### src/rtl/mem_loader.sv
// rtl/mem_loader.sv - byte-stream program/data loader with processor start handshake
//
// Purpose: receives a byte stream that carries an instruction-memory image and a
// data-memory image, writes them word by word, then starts the processor and
// waits for it to finish.
//
// Stream layout: IM count (2 bytes LE) | IM words (4 bytes LE each) |
//                DM count (2 bytes LE) | DM words | [checksum byte]
//
// Optional feature macro: MEM_LOADER_CHECKSUM_EN
//   When defined, every byte from the IM count through the last DM word is XORed
//   and one trailing checksum byte is checked before the processor is started.
//
// Ports:
//   clk, rstN                      clock, asynchronous active-low reset
//   loadEn                         start a new load (honoured in IDLE/DONE/ERR only)
//   rxData, rxValid, rxReady       byte input handshake
//   imWrEn, imAddr, imWrData       instruction memory write port
//   dmWrEn, dmAddr, dmWrData       data memory write port
//   startProcess, endProcess       processor start pulse / completion input
//   busy, done, error              status
module mem_loader #(
    parameter int IM_MEM_DEPTH = 256,
    parameter int DM_MEM_DEPTH = 4096,
    localparam int IM_AW = $clog2(IM_MEM_DEPTH),
    localparam int DM_AW = $clog2(DM_MEM_DEPTH)
) (
    input  logic             clk,
    input  logic             rstN,
    input  logic             loadEn,
    input  logic [7:0]       rxData,
    input  logic             rxValid,
    output logic             rxReady,
    output logic             imWrEn,
    output logic [IM_AW-1:0] imAddr,
    output logic [31:0]      imWrData,
    output logic             dmWrEn,
    output logic [DM_AW-1:0] dmAddr,
    output logic [31:0]      dmWrData,
    output logic             startProcess,
    input  logic             endProcess,
    output logic             busy,
    output logic             done,
    output logic             error
);

    typedef enum logic [3:0] {
        S_IDLE, S_IM_LEN, S_IM_DATA, S_DM_LEN, S_DM_DATA,
        S_START, S_RUN, S_DONE, S_ERR
`ifdef MEM_LOADER_CHECKSUM_EN
        , S_CHK
`endif
    } state_t;

`ifdef MEM_LOADER_CHECKSUM_EN
    localparam state_t S_AFTER_DM = S_CHK;
    localparam bit     GO_START   = 1'b0;
`else
    localparam state_t S_AFTER_DM = S_START;
    localparam bit     GO_START   = 1'b1;
`endif

    state_t      r_state;
    logic [1:0]  r_byte_cnt;    // byte position inside the current count/word
    logic [7:0]  r_len_lo;      // low byte of the word count
    logic [23:0] r_word;        // first three bytes of the word being assembled
    logic [15:0] r_remaining;   // words still to be written in the current *_DATA state
`ifdef MEM_LOADER_CHECKSUM_EN
    logic [7:0]  r_xor;
`endif

    logic        w_accept;
    logic [15:0] w_len;

    assign w_accept = rxValid && rxReady;
    assign w_len    = {rxData, r_len_lo};

    always_comb begin
        rxReady = 1'b0;
        case (r_state)
            S_IM_LEN, S_IM_DATA, S_DM_LEN, S_DM_DATA: rxReady = 1'b1;
`ifdef MEM_LOADER_CHECKSUM_EN
            S_CHK:                                     rxReady = 1'b1;
`endif
            default:                                   rxReady = 1'b0;
        endcase
    end

    assign busy = !(r_state == S_IDLE || r_state == S_DONE || r_state == S_ERR);

    always_ff @(posedge clk or negedge rstN) begin
        if (!rstN) begin
            r_state      <= S_IDLE;
            r_byte_cnt   <= 2'd0;
            r_len_lo     <= 8'd0;
            r_word       <= 24'd0;
            r_remaining  <= 16'd0;
            imWrEn       <= 1'b0;
            imAddr       <= '0;
            imWrData     <= 32'd0;
            dmWrEn       <= 1'b0;
            dmAddr       <= '0;
            dmWrData     <= 32'd0;
            startProcess <= 1'b0;
            done         <= 1'b0;
            error        <= 1'b0;
`ifdef MEM_LOADER_CHECKSUM_EN
            r_xor        <= 8'd0;
`endif
        end else begin
            imWrEn       <= 1'b0;
            dmWrEn       <= 1'b0;
            startProcess <= 1'b0;
            // The address presented with a write pulse is the word index; it
            // advances once that write has been issued.
            if (imWrEn) imAddr <= imAddr + IM_AW'(1);
            if (dmWrEn) dmAddr <= dmAddr + DM_AW'(1);
`ifdef MEM_LOADER_CHECKSUM_EN
            if (w_accept && r_state != S_CHK) r_xor <= r_xor ^ rxData;
`endif
            // Bytes within a word land in ascending lanes; lane 3 goes straight to WrData.
            if (w_accept && (r_state == S_IM_DATA || r_state == S_DM_DATA)) begin
                r_byte_cnt <= r_byte_cnt + 2'd1;
                case (r_byte_cnt)
                    2'd0:    r_word[7:0]   <= rxData;
                    2'd1:    r_word[15:8]  <= rxData;
                    2'd2:    r_word[23:16] <= rxData;
                    default: r_word        <= r_word;
                endcase
            end

            case (r_state)
                S_IDLE, S_DONE, S_ERR: begin
                    if (loadEn) begin
                        r_state    <= S_IM_LEN;
                        done       <= 1'b0;
                        error      <= 1'b0;
                        imAddr     <= '0;
                        dmAddr     <= '0;
                        r_byte_cnt <= 2'd0;
`ifdef MEM_LOADER_CHECKSUM_EN
                        r_xor      <= 8'd0;
`endif
                    end
                end
                S_IM_LEN: begin
                    if (w_accept) begin
                        if (r_byte_cnt == 2'd0) begin
                            r_len_lo   <= rxData;
                            r_byte_cnt <= 2'd1;
                        end else begin
                            r_byte_cnt <= 2'd0;
                            if ({16'd0, w_len} > 32'(IM_MEM_DEPTH)) begin
                                r_state <= S_ERR;
                                error   <= 1'b1;
                            end else if (w_len == 16'd0) begin
                                r_state <= S_DM_LEN;
                            end else begin
                                r_remaining <= w_len;
                                r_state     <= S_IM_DATA;
                            end
                        end
                    end
                end
                S_IM_DATA: begin
                    if (w_accept && r_byte_cnt == 2'd3) begin
                        imWrEn      <= 1'b1;
                        imWrData    <= {rxData, r_word};
                        r_remaining <= r_remaining - 16'd1;
                        if (r_remaining == 16'd1) r_state <= S_DM_LEN;
                    end
                end
                S_DM_LEN: begin
                    if (w_accept) begin
                        if (r_byte_cnt == 2'd0) begin
                            r_len_lo   <= rxData;
                            r_byte_cnt <= 2'd1;
                        end else begin
                            r_byte_cnt <= 2'd0;
                            if ({16'd0, w_len} > 32'(DM_MEM_DEPTH)) begin
                                r_state <= S_ERR;
                                error   <= 1'b1;
                            end else if (w_len == 16'd0) begin
                                r_state      <= S_AFTER_DM;
                                startProcess <= GO_START;
                            end else begin
                                r_remaining <= w_len;
                                r_state     <= S_DM_DATA;
                            end
                        end
                    end
                end
                S_DM_DATA: begin
                    if (w_accept && r_byte_cnt == 2'd3) begin
                        dmWrEn      <= 1'b1;
                        dmWrData    <= {rxData, r_word};
                        r_remaining <= r_remaining - 16'd1;
                        if (r_remaining == 16'd1) begin
                            r_state      <= S_AFTER_DM;
                            startProcess <= GO_START;
                        end
                    end
                end
`ifdef MEM_LOADER_CHECKSUM_EN
                S_CHK: begin
                    if (w_accept) begin
                        if (rxData == r_xor) begin
                            r_state      <= S_START;
                            startProcess <= 1'b1;
                        end else begin
                            r_state <= S_ERR;
                            error   <= 1'b1;
                        end
                    end
                end
`endif
                // startProcess is raised on entry, so it is high exactly while in START.
                S_START: r_state <= S_RUN;
                S_RUN: begin
                    if (endProcess) begin
                        r_state <= S_DONE;
                        done    <= 1'b1;
                    end
                end
                default: r_state <= S_IDLE;
            endcase
        end
    end

endmodule

### config.mk
export PLATFORM = sky130hd
export DESIGN_NAME = mem_loader
export DESIGN_NICKNAME = d
export VERILOG_FILES = /design/src/rtl/mem_loader.sv
export SDC_FILE = /design/constraint.sdc
export NUM_CORES = 1
export LEC_CHECK = 0
export ABC_AREA = 1
export CAP_MARGIN = 25
export CORE_MARGIN = 3
export CORE_UTILIZATION = 49
export DETAILED_ROUTE_END_ITERATION = 16
export HOLD_SLACK_MARGIN = 0.1
export PLACE_DENSITY = 0.85
export SYNTH_ARGS = -nofsm -noshare
export SYNTH_HDL_FRONTEND = slang
export SYNTH_SLANG_ARGS = --single-unit
### constraint.sdc
create_clock -name clk -period 1.75 [get_ports clk]
set_clock_uncertainty 0.15 [all_clocks]
set_input_delay 0.35 -clock clk [delete_from_list [all_inputs] [get_ports clk]]
set_output_delay 0.35 -clock clk [all_outputs]
set_load 0.01 [all_outputs]
Word-level counts from Yosys, hierarchy flattened

Index checks and enable logic that the tools add are counted.
W data, S select, Z words.

Bits in registers: 143
Input bits: 13
Output and inout port bits: 91
Logic and storage cells: 132

$add $sub $neg: 4
$lt $le $gt $ge: 2
Equality and inequality tests: 27
Mux-type cells: 56
Reductions and logical operators: 27

Operator list:

| cell                    | number |
|---|---|
| $mux W16                | 8 |
| $mux W4                 | 12 |
| $pmux W16 S3            | 1 |
| $mux W12                | 3 |
| $pmux W4 S7             | 1 |
| $mux W8                 | 3 |
| $mux W1                 | 21 |
| $ne A2 B2 Y1 const B    | 10 |
| $eq A16 B1 Y1 const B   | 1 |
| $eq A4 B3 Y1 const B    | 4 |
| $gt A16 B13 Y1 const B  | 1 |
| $gt A16 B9 Y1 const B   | 1 |
| $logic_not A16 Y1       | 1 |
| $reduce_and A8 Y1       | 2 |
| $sub A16 B1 Y16 const B | 1 |
| $add A12 B1 Y12 const B | 1 |
| $ne A2 B1 Y1 const B    | 5 |
| $reduce_and A10 Y1      | 1 |
| $reduce_and A2 Y1       | 5 |
| $add A8 B1 Y8 const B   | 1 |
| $eq A4 B2 Y1 const B    | 2 |
| $mux W2                 | 3 |
| $reduce_and A3 Y1       | 2 |
| $reduce_bool A3 Y1      | 2 |
| other kinds (17)        | 24 |

Logic depth before layout (Yosys ltp)

Depth in word-level cells: 8
Gate-level depth with buffers: 11
Gate-level depth less buffers: 11

Worst setup path before layout

OpenSTA, ideal clock, no wires.

Kind: reg2reg
From: register r_state[0]
To: register imWrData[29]
Setup time: 119 ps
Data arrival time: 1464 ps
Required time: 1481 ps
Setup slack: 17 ps
Stages on the path, launching flop included: 11
Buffers on the path: 1
Clock period less this slack: 1733 ps
Path through: dfrtp_1 -> inv_2 -> nand2_1 -> nor2_4 -> nor2_8 -> nand2_4 -> nand3_4 -> nor2_4 -> buf_4 -> nand2_1 -> o21a_1

Word-level cells in the longest chain between the ends: 6
Elaborated cells on any way between the ends: 9
Those cells by class: eq/ne (4); mux (1); reduce/logical (4)

Ends and longest elaborated chain:

| item                                       | line | text |
|---|---|---|
| from (decl)                                | 63   | `state_t r_state;` |
| from (signal assigned)                     | 93   | `r_state <= S_IDLE;` |
| from (signal assigned)                     | 135  | `r_state <= S_IM_LEN;` |
| from (signal assigned)                     | 154  | `r_state <= S_ERR;` |
| $eq A4 B2 Y1, or another cell as far along | 80   | `case (r_state)` |
| $reduce_or A4 Y1 *                         | 80   |  |
| $mux W1 *                                  | 80   |  |
| net rxReady                                | 33   | `output logic rxReady,` |
| $logic_and A1 B1 Y1 *                      | 75   | `assign w_accept = rxValid && rxReady;` |
| $logic_and A1 B1 Y1 *                      | 166  | `if (w_accept && r_byte_cnt == 2'd3) begin` |
| $reduce_and A2 Y1 (no line) *              | --   |  |
| to (signal assigned)                       | 168  | `imWrData <= {rxData, r_word};` |
| to (decl)                                  | 36   | `output logic [31:0] imWrData,` |

Mark *: on every way through the listed nets, which the timed path passes. The rest lies on a longest branch.
A chain may end at the register's enable or synchronous reset.

Worst setup path in the final report

From: register r_state[3]
To: register imWrData[29]

Word-level cells in the longest chain between the ends: 6
Elaborated cells on any way between the ends: 9
Those cells by class: eq/ne (4); mux (1); reduce/logical (4)

Ends and longest elaborated chain:

| item                                       | line |
|---|---|
| $eq A4 B2 Y1, or another cell as far along | 80, 132 |
| $reduce_or A4 Y1                           | 80 |
| $mux W1                                    | 80 |
| $logic_and A1 B1 Y1                        | 75 |
| $logic_and A1 B1 Y1                        | 166 |
| $reduce_and A2 Y1 (no line) *              | -- |

Every way passes the cells marked *; elsewhere a longest branch is shown, timed or not.

==> impl_results.html <==
<table>
<tr><th>Metric</th><th>Value</th></tr>
<tr><th colspan="2">Logic synthesis</th></tr>
<tr><td>Compound-Gate Fraction of Synth Area</td><td>0.126</td></tr>
<tr><td>YS warnings</td><td>0</td></tr>
<tr><td>Average cell area after synthesis</td><td>8.34 um^2</td></tr>
<tr><td>Area fraction in and, or, nand and nor cells after synthesis</td><td>0.249</td></tr>
<tr><td>Area share of fa/ha/maj cells after synthesis</td><td>0.0150</td></tr>
<tr><td>Proportion of register bits with asynchronous set or reset after synthesis</td><td>1.00</td></tr>
<tr><td>Number of instances in the synthesized netlist</td><td>800</td></tr>
<tr><td>Main combinational cell family by area after synthesis</td><td>simple AND/OR/NAND/NOR gates</td></tr>
<tr><td>Number of nets in the synthesized netlist</td><td>~820</td></tr>
<tr><td>Synth Area in XOR/XNOR</td><td>0.0118</td></tr>
<tr><td>Count of flip-flops with a built-in enable after synthesis</td><td>0</td></tr>
<tr><td>Post-synthesis cell type count</td><td>33</td></tr>
<tr><td>Seq/Total Area, Yosys</td><td>0.536</td></tr>
<tr><td>Netlist area before placement</td><td>roughly 0.0067 mm^2</td></tr>
<tr><td>Prevailing post-synth register cell</td><td>sky130_fd_sc_hd__dfrtp_1</td></tr>
<tr><td>Mux share of post-synthesis cell area</td><td>0</td></tr>
<tr><td>Seq cells post-synth</td><td>143</td></tr>
<tr><th colspan="2">Floorplan</th></tr>
<tr><td>Count of standard-cell rows</td><td>42</td></tr>
<tr><td>DIE HEIGHT</td><td>approximately 120 um</td></tr>
<tr><td>Width of the die</td><td>approximately 120 um</td></tr>
<tr><td>Floorplan die area</td><td>0.0151 mm^2</td></tr>
<tr><td>Count of pins on the block boundary</td><td>104</td></tr>
<tr><td>Area of the core</td><td>approximately 0.013 mm^2</td></tr>
<tr><td>Initial standard-cell utilization of the core</td><td>0.502</td></tr>
<tr><th colspan="2">Clock network</th></tr>
<tr><td>Clock tree from TritonCTS</td><td>done</td></tr>
<tr><td>Clock Latency Late Sink</td><td>0.44 ns</td></tr>
<tr><td>Htree depth</td><td>4</td></tr>
<tr><td>Clock net sink count</td><td>about 140</td></tr>
<tr><td>Clock-pin slew on the worst setup and hold paths</td><td>0.06 ns</td></tr>
<tr><td>Cts bufs inserted</td><td>17</td></tr>
<tr><td>Clock Root Buffer</td><td>sky130_fd_sc_hd__clkbuf_16</td></tr>
<tr><td>Number of buffers on the longest clock path</td><td>2</td></tr>
<tr><th colspan="2">Route</th></tr>
<tr><td>Per-cell routed wire length</td><td>slightly below 20 um</td></tr>
<tr><td>Total iterations of the first detailed-routing run</td><td>5</td></tr>
<tr><td>Via count of the routed design</td><td>around 6800</td></tr>
<tr><td>DRC violations left</td><td>0</td></tr>
<tr><td>Number of routed nets with antenna violations</td><td>0</td></tr>
<tr><td>Detailed-route vias per instance</td><td>5.63</td></tr>
<tr><td>Total Wirelength</td><td>23.9 mm</td></tr>
<tr><td>Detailed router's first-iteration violation count</td><td>between 500 and 600</td></tr>
<tr><th colspan="2">Finish</th></tr>
<tr><td>P&amp;R area growth vs syn</td><td>49.6%</td></tr>
<tr><td>Share of cells above drive strength 1</td><td>0.248</td></tr>
<tr><td>Fin util</td><td>0.751</td></tr>
<tr><td>Fin nets</td><td>roughly 1000</td></tr>
<tr><td>Commonest cells after routing, fill and taps aside</td><td>sky130_fd_sc_hd__nand2_1 (236), sky130_fd_sc_hd__dfrtp_1 (140), sky130_fd_sc_hd__buf_4 (90)</td></tr>
<tr><td>Number of antenna repair diodes</td><td>0</td></tr>
<tr><td>Most common cell after layout, fill and taps aside</td><td>sky130_fd_sc_hd__nand2_1</td></tr>
<tr><td>Post-Layout Cell Count</td><td>1210</td></tr>
<tr><th colspan="2">Min path</th></tr>
<tr><td>Classification of the worst-slack hold path</td><td>in -&gt; async</td></tr>
<tr><th colspan="2">Worst setup path</th></tr>
<tr><td>Data arrival time of the worst path</td><td>roughly 2.2 ns</td></tr>
<tr><td>Cell chain of the critical path</td><td>inv_2 &gt; nand2_4 &gt; nor2_4 &gt; nor2_8 &gt; nand2_4 &gt; buf_6 &gt; nand3_4 &gt; nor2_4 &gt; buf_6 &gt; buf_8 &gt; buf_12 &gt; nand2_1 &gt; o21a_1</td></tr>
<tr><td>CP Data Required Time</td><td>1.92 ns</td></tr>
<tr><td>Startpoint-to-endpoint class of the critical path</td><td>reg -&gt; reg</td></tr>
<tr><td>Capturing element type of the critical path</td><td>flop</td></tr>
<tr><td>Slowest cell on crit path</td><td>sky130_fd_sc_hd__dfrtp_1</td></tr>
<tr><td>Critical path's largest stage delay</td><td>~0.40 ns</td></tr>
<tr><td>Element type at the critical path start</td><td>flop</td></tr>
<tr><td>Crit-path max FO</td><td>6</td></tr>
<tr><th colspan="2">Global routing</th></tr>
<tr><td>Largest net degree at the start of global routing</td><td>between 40 and 50</td></tr>
<tr><td>Overflow left after global routing</td><td>0</td></tr>
<tr><td>Total global routing track utilization</td><td>0.296</td></tr>
<tr><td>Wire length of the first global-routing pass</td><td>about 34 mm</td></tr>
<tr><td>Initial antenna violation count</td><td>0</td></tr>
<tr><td>Number of global-route vias before repair</td><td>approximately 6600</td></tr>
<tr><th colspan="2">STA</th></tr>
<tr><td>Crit path setup slack, layout</td><td>-0.300 ns</td></tr>
<tr><td>Max Slew Vio Count</td><td>0</td></tr>
<tr><td>Endpoints failing hold</td><td>0</td></tr>
<tr><td>Shortest clock period the worst path allows after layout</td><td>2.05 ns</td></tr>
<tr><td>Setup repair after global routing missed its margin</td><td>yes</td></tr>
<tr><td>Worst Tran Pin Value</td><td>between 0.4 and 0.5 ns</td></tr>
<tr><td>Share of the clock period used by the worst path</td><td>1.17</td></tr>
<tr><td>Count of endpoints failing setup in the final report</td><td>125</td></tr>
<tr><td>Highest achievable clock rate</td><td>just under 0.5 GHz</td></tr>
<tr><td>Slew headroom</td><td>0.728</td></tr>
<tr><th colspan="2">Pwr</th></tr>
<tr><td>Total power divided by cell area</td><td>~1200 mW/mm^2</td></tr>
<tr><td>Static power due to leakage</td><td>approximately 0.0052 uW</td></tr>
<tr><td>IR Drop Worst-Case VDD</td><td>roughly 630 uV</td></tr>
<tr><th colspan="2">Outcome</th></tr>
<tr><td>Violated checks</td><td>setup timing</td></tr>
<tr><td>Result of the run</td><td>finished with violations</td></tr>
<tr><th colspan="2">Placed design</th></tr>
<tr><td>Pre-CTS setup slack</td><td>-0.524 ns</td></tr>
<tr><td>HPWL after detailed placement</td><td>about 12 mm</td></tr>
<tr><td>Placed instance count</td><td>~1100</td></tr>
<tr><td>Routability-driven placement congestion ratio</td><td>~0.95</td></tr>
<tr><td>Port buffer count</td><td>between 100 and 150</td></tr>
<tr><th colspan="2">Run</th></tr>
<tr><td>Number of maximum-capacitance violations</td><td>0</td></tr>
</table>
per-stage QoR:
step                      power, uW  instance area [um^2]  setup TNS, ns  hold WS [ns]
final                         11700                  9980         -15.96         0.252
after detailed placement       6960                  8500         -18.76         0.138
after global routing          12200                  9980         -27.36         0.269
after CTS                     11100                  9570          -5.77         0.255
after floorplan                5600                  6680              0       -0.0956
after global placement         6870                  8500         -15.39         0.137
layer usage:
layer,vias to the layer above,global-route usage,share of wire
met5,-,0,0
met4,0,0.148,0.049
met3,117,0.0770,0.088
met2,398,0.493,0.50
met1,3293,0.355,0.36
li1,3002,-,-
cell type report:
cell class              count  area (um^2)
inverters                  72          278
well taps                 176          220
clock inverters            14          204
repair buffers            228         2220
flip-flops and latches    143         3580
fillers                   838         3310
multi-input cells         559         3040
clock buffers              18          439
sequential cells by signal, indices dropped and copies added (netlist names):
signal / flops
dmAddr: 12
r_word: 24
imWrEn: 1
imAddr: 8
r_byte_cnt: 2
r_remaining: 16
done: 1
r_len_lo: 8
startProcess: 1
dmWrEn: 1
dmWrData: 32
r_state: 4
error: 1
imWrData: 32
where the power goes:
part / total [uW] / switching [uW] / internal, uW
combinational: 3770 / 2140 / 1640
clock: 4010 / 1560 / 2450
sequential: 3910 / 275 / 3630
final timing paths:
kind	startpoint	to	slack [ns]	cells past startpoint
max in group asynchronous	rstN	dmWrEn$_DFF_PN0_	0.62	3
max	r_state[3]$_DFFE_PN0P_	imWrData[29]$_DFFE_PN0P_	-0.30	13
min in group clk	dmWrData[14]$_DFFE_PN0P_	dmWrData[14]$_DFFE_PN0P_	0.33	2
min	rstN	r_remaining[10]$_DFFE_PN0P_	0.25	2
min reg2reg	dmWrData[14]$_DFFE_PN0P_	dmWrData[14]$_DFFE_PN0P_	0.33	2
max reg2reg	r_state[3]$_DFFE_PN0P_	imWrData[29]$_DFFE_PN0P_	-0.30	13
cells in the mapped netlist, types with 2 or more instances:
cell type / instances / area share
sky130_fd_sc_hd__nand2_1: 267 / 0.15
sky130_fd_sc_hd__dfrtp_1: 143 / 0.54
sky130_fd_sc_hd__o21ai_0: 72 / 0.054
sky130_fd_sc_hd__nor2_1: 70 / 0.039
sky130_fd_sc_hd__inv_1: 65 / 0.037
sky130_fd_sc_hd__nand3_1: 25 / 0.019
sky130_fd_sc_hd__o21a_1: 18 / 0.020
sky130_fd_sc_hd__o21ai_1: 18 / 0.013
sky130_fd_sc_hd__o21bai_1: 16 / 0.018
sky130_fd_sc_hd__a21oi_1: 10 / 0.0075
sky130_fd_sc_hd__clkbuf_1: 10 / 0.0056
sky130_fd_sc_hd__buf_2: 9 / 0.0067
sky130_fd_sc_hd__nand2_2: 9 / 0.0084
sky130_fd_sc_hd__ha_1: 8 / 0.015
sky130_fd_sc_hd__inv_2: 7 / 0.0039
sky130_fd_sc_hd__nand4_1: 7 / 0.0066
sky130_fd_sc_hd__nor3_1: 7 / 0.0052
sky130_fd_sc_hd__a31oi_1: 6 / 0.0056
sky130_fd_sc_hd__xor2_1: 6 / 0.0079
sky130_fd_sc_hd__buf_4: 5 / 0.0056
sky130_fd_sc_hd__nor2_4: 5 / 0.0084
sky130_fd_sc_hd__xnor2_1: 3 / 0.0039
sky130_fd_sc_hd__a211oi_1: 2 / 0.0022
sky130_fd_sc_hd__buf_6: 2 / 0.0034
sky130_fd_sc_hd__o21ai_2: 2 / 0.0026
timing repair:
item,4_1_cts,5_1_grt
buffers inserted,28,10
setup endpoints to repair,164,137
hold endpoints to repair,143,0
gates cloned,5,3
hold buffers,1,0
gates resized for setup,152,96
pin swaps,10,19
cells by family (layout without fill, tap and decap cells):
logic type | after synthesis | in the layout
XOR/XNOR | 9 | 9
AO/OA/AOI/OAI | 146 | 146
buffers and inverters | 98 | 332
flip-flops | 143 | 143
adder cells (fa/ha/maj) | 8 | 8
AND/OR/NAND/NOR | 396 | 396
critical path: cells and delay by family (launching register included):
family | cells | cell delay [ns]
AND/OR/NAND/NOR | 7 | 0.64
buffers and inverters | 5 | 0.60
flip-flops | 1 | 0.40
AO/OA/AOI/OAI | 1 | 0.12
(Power assumes the default switching activity.)
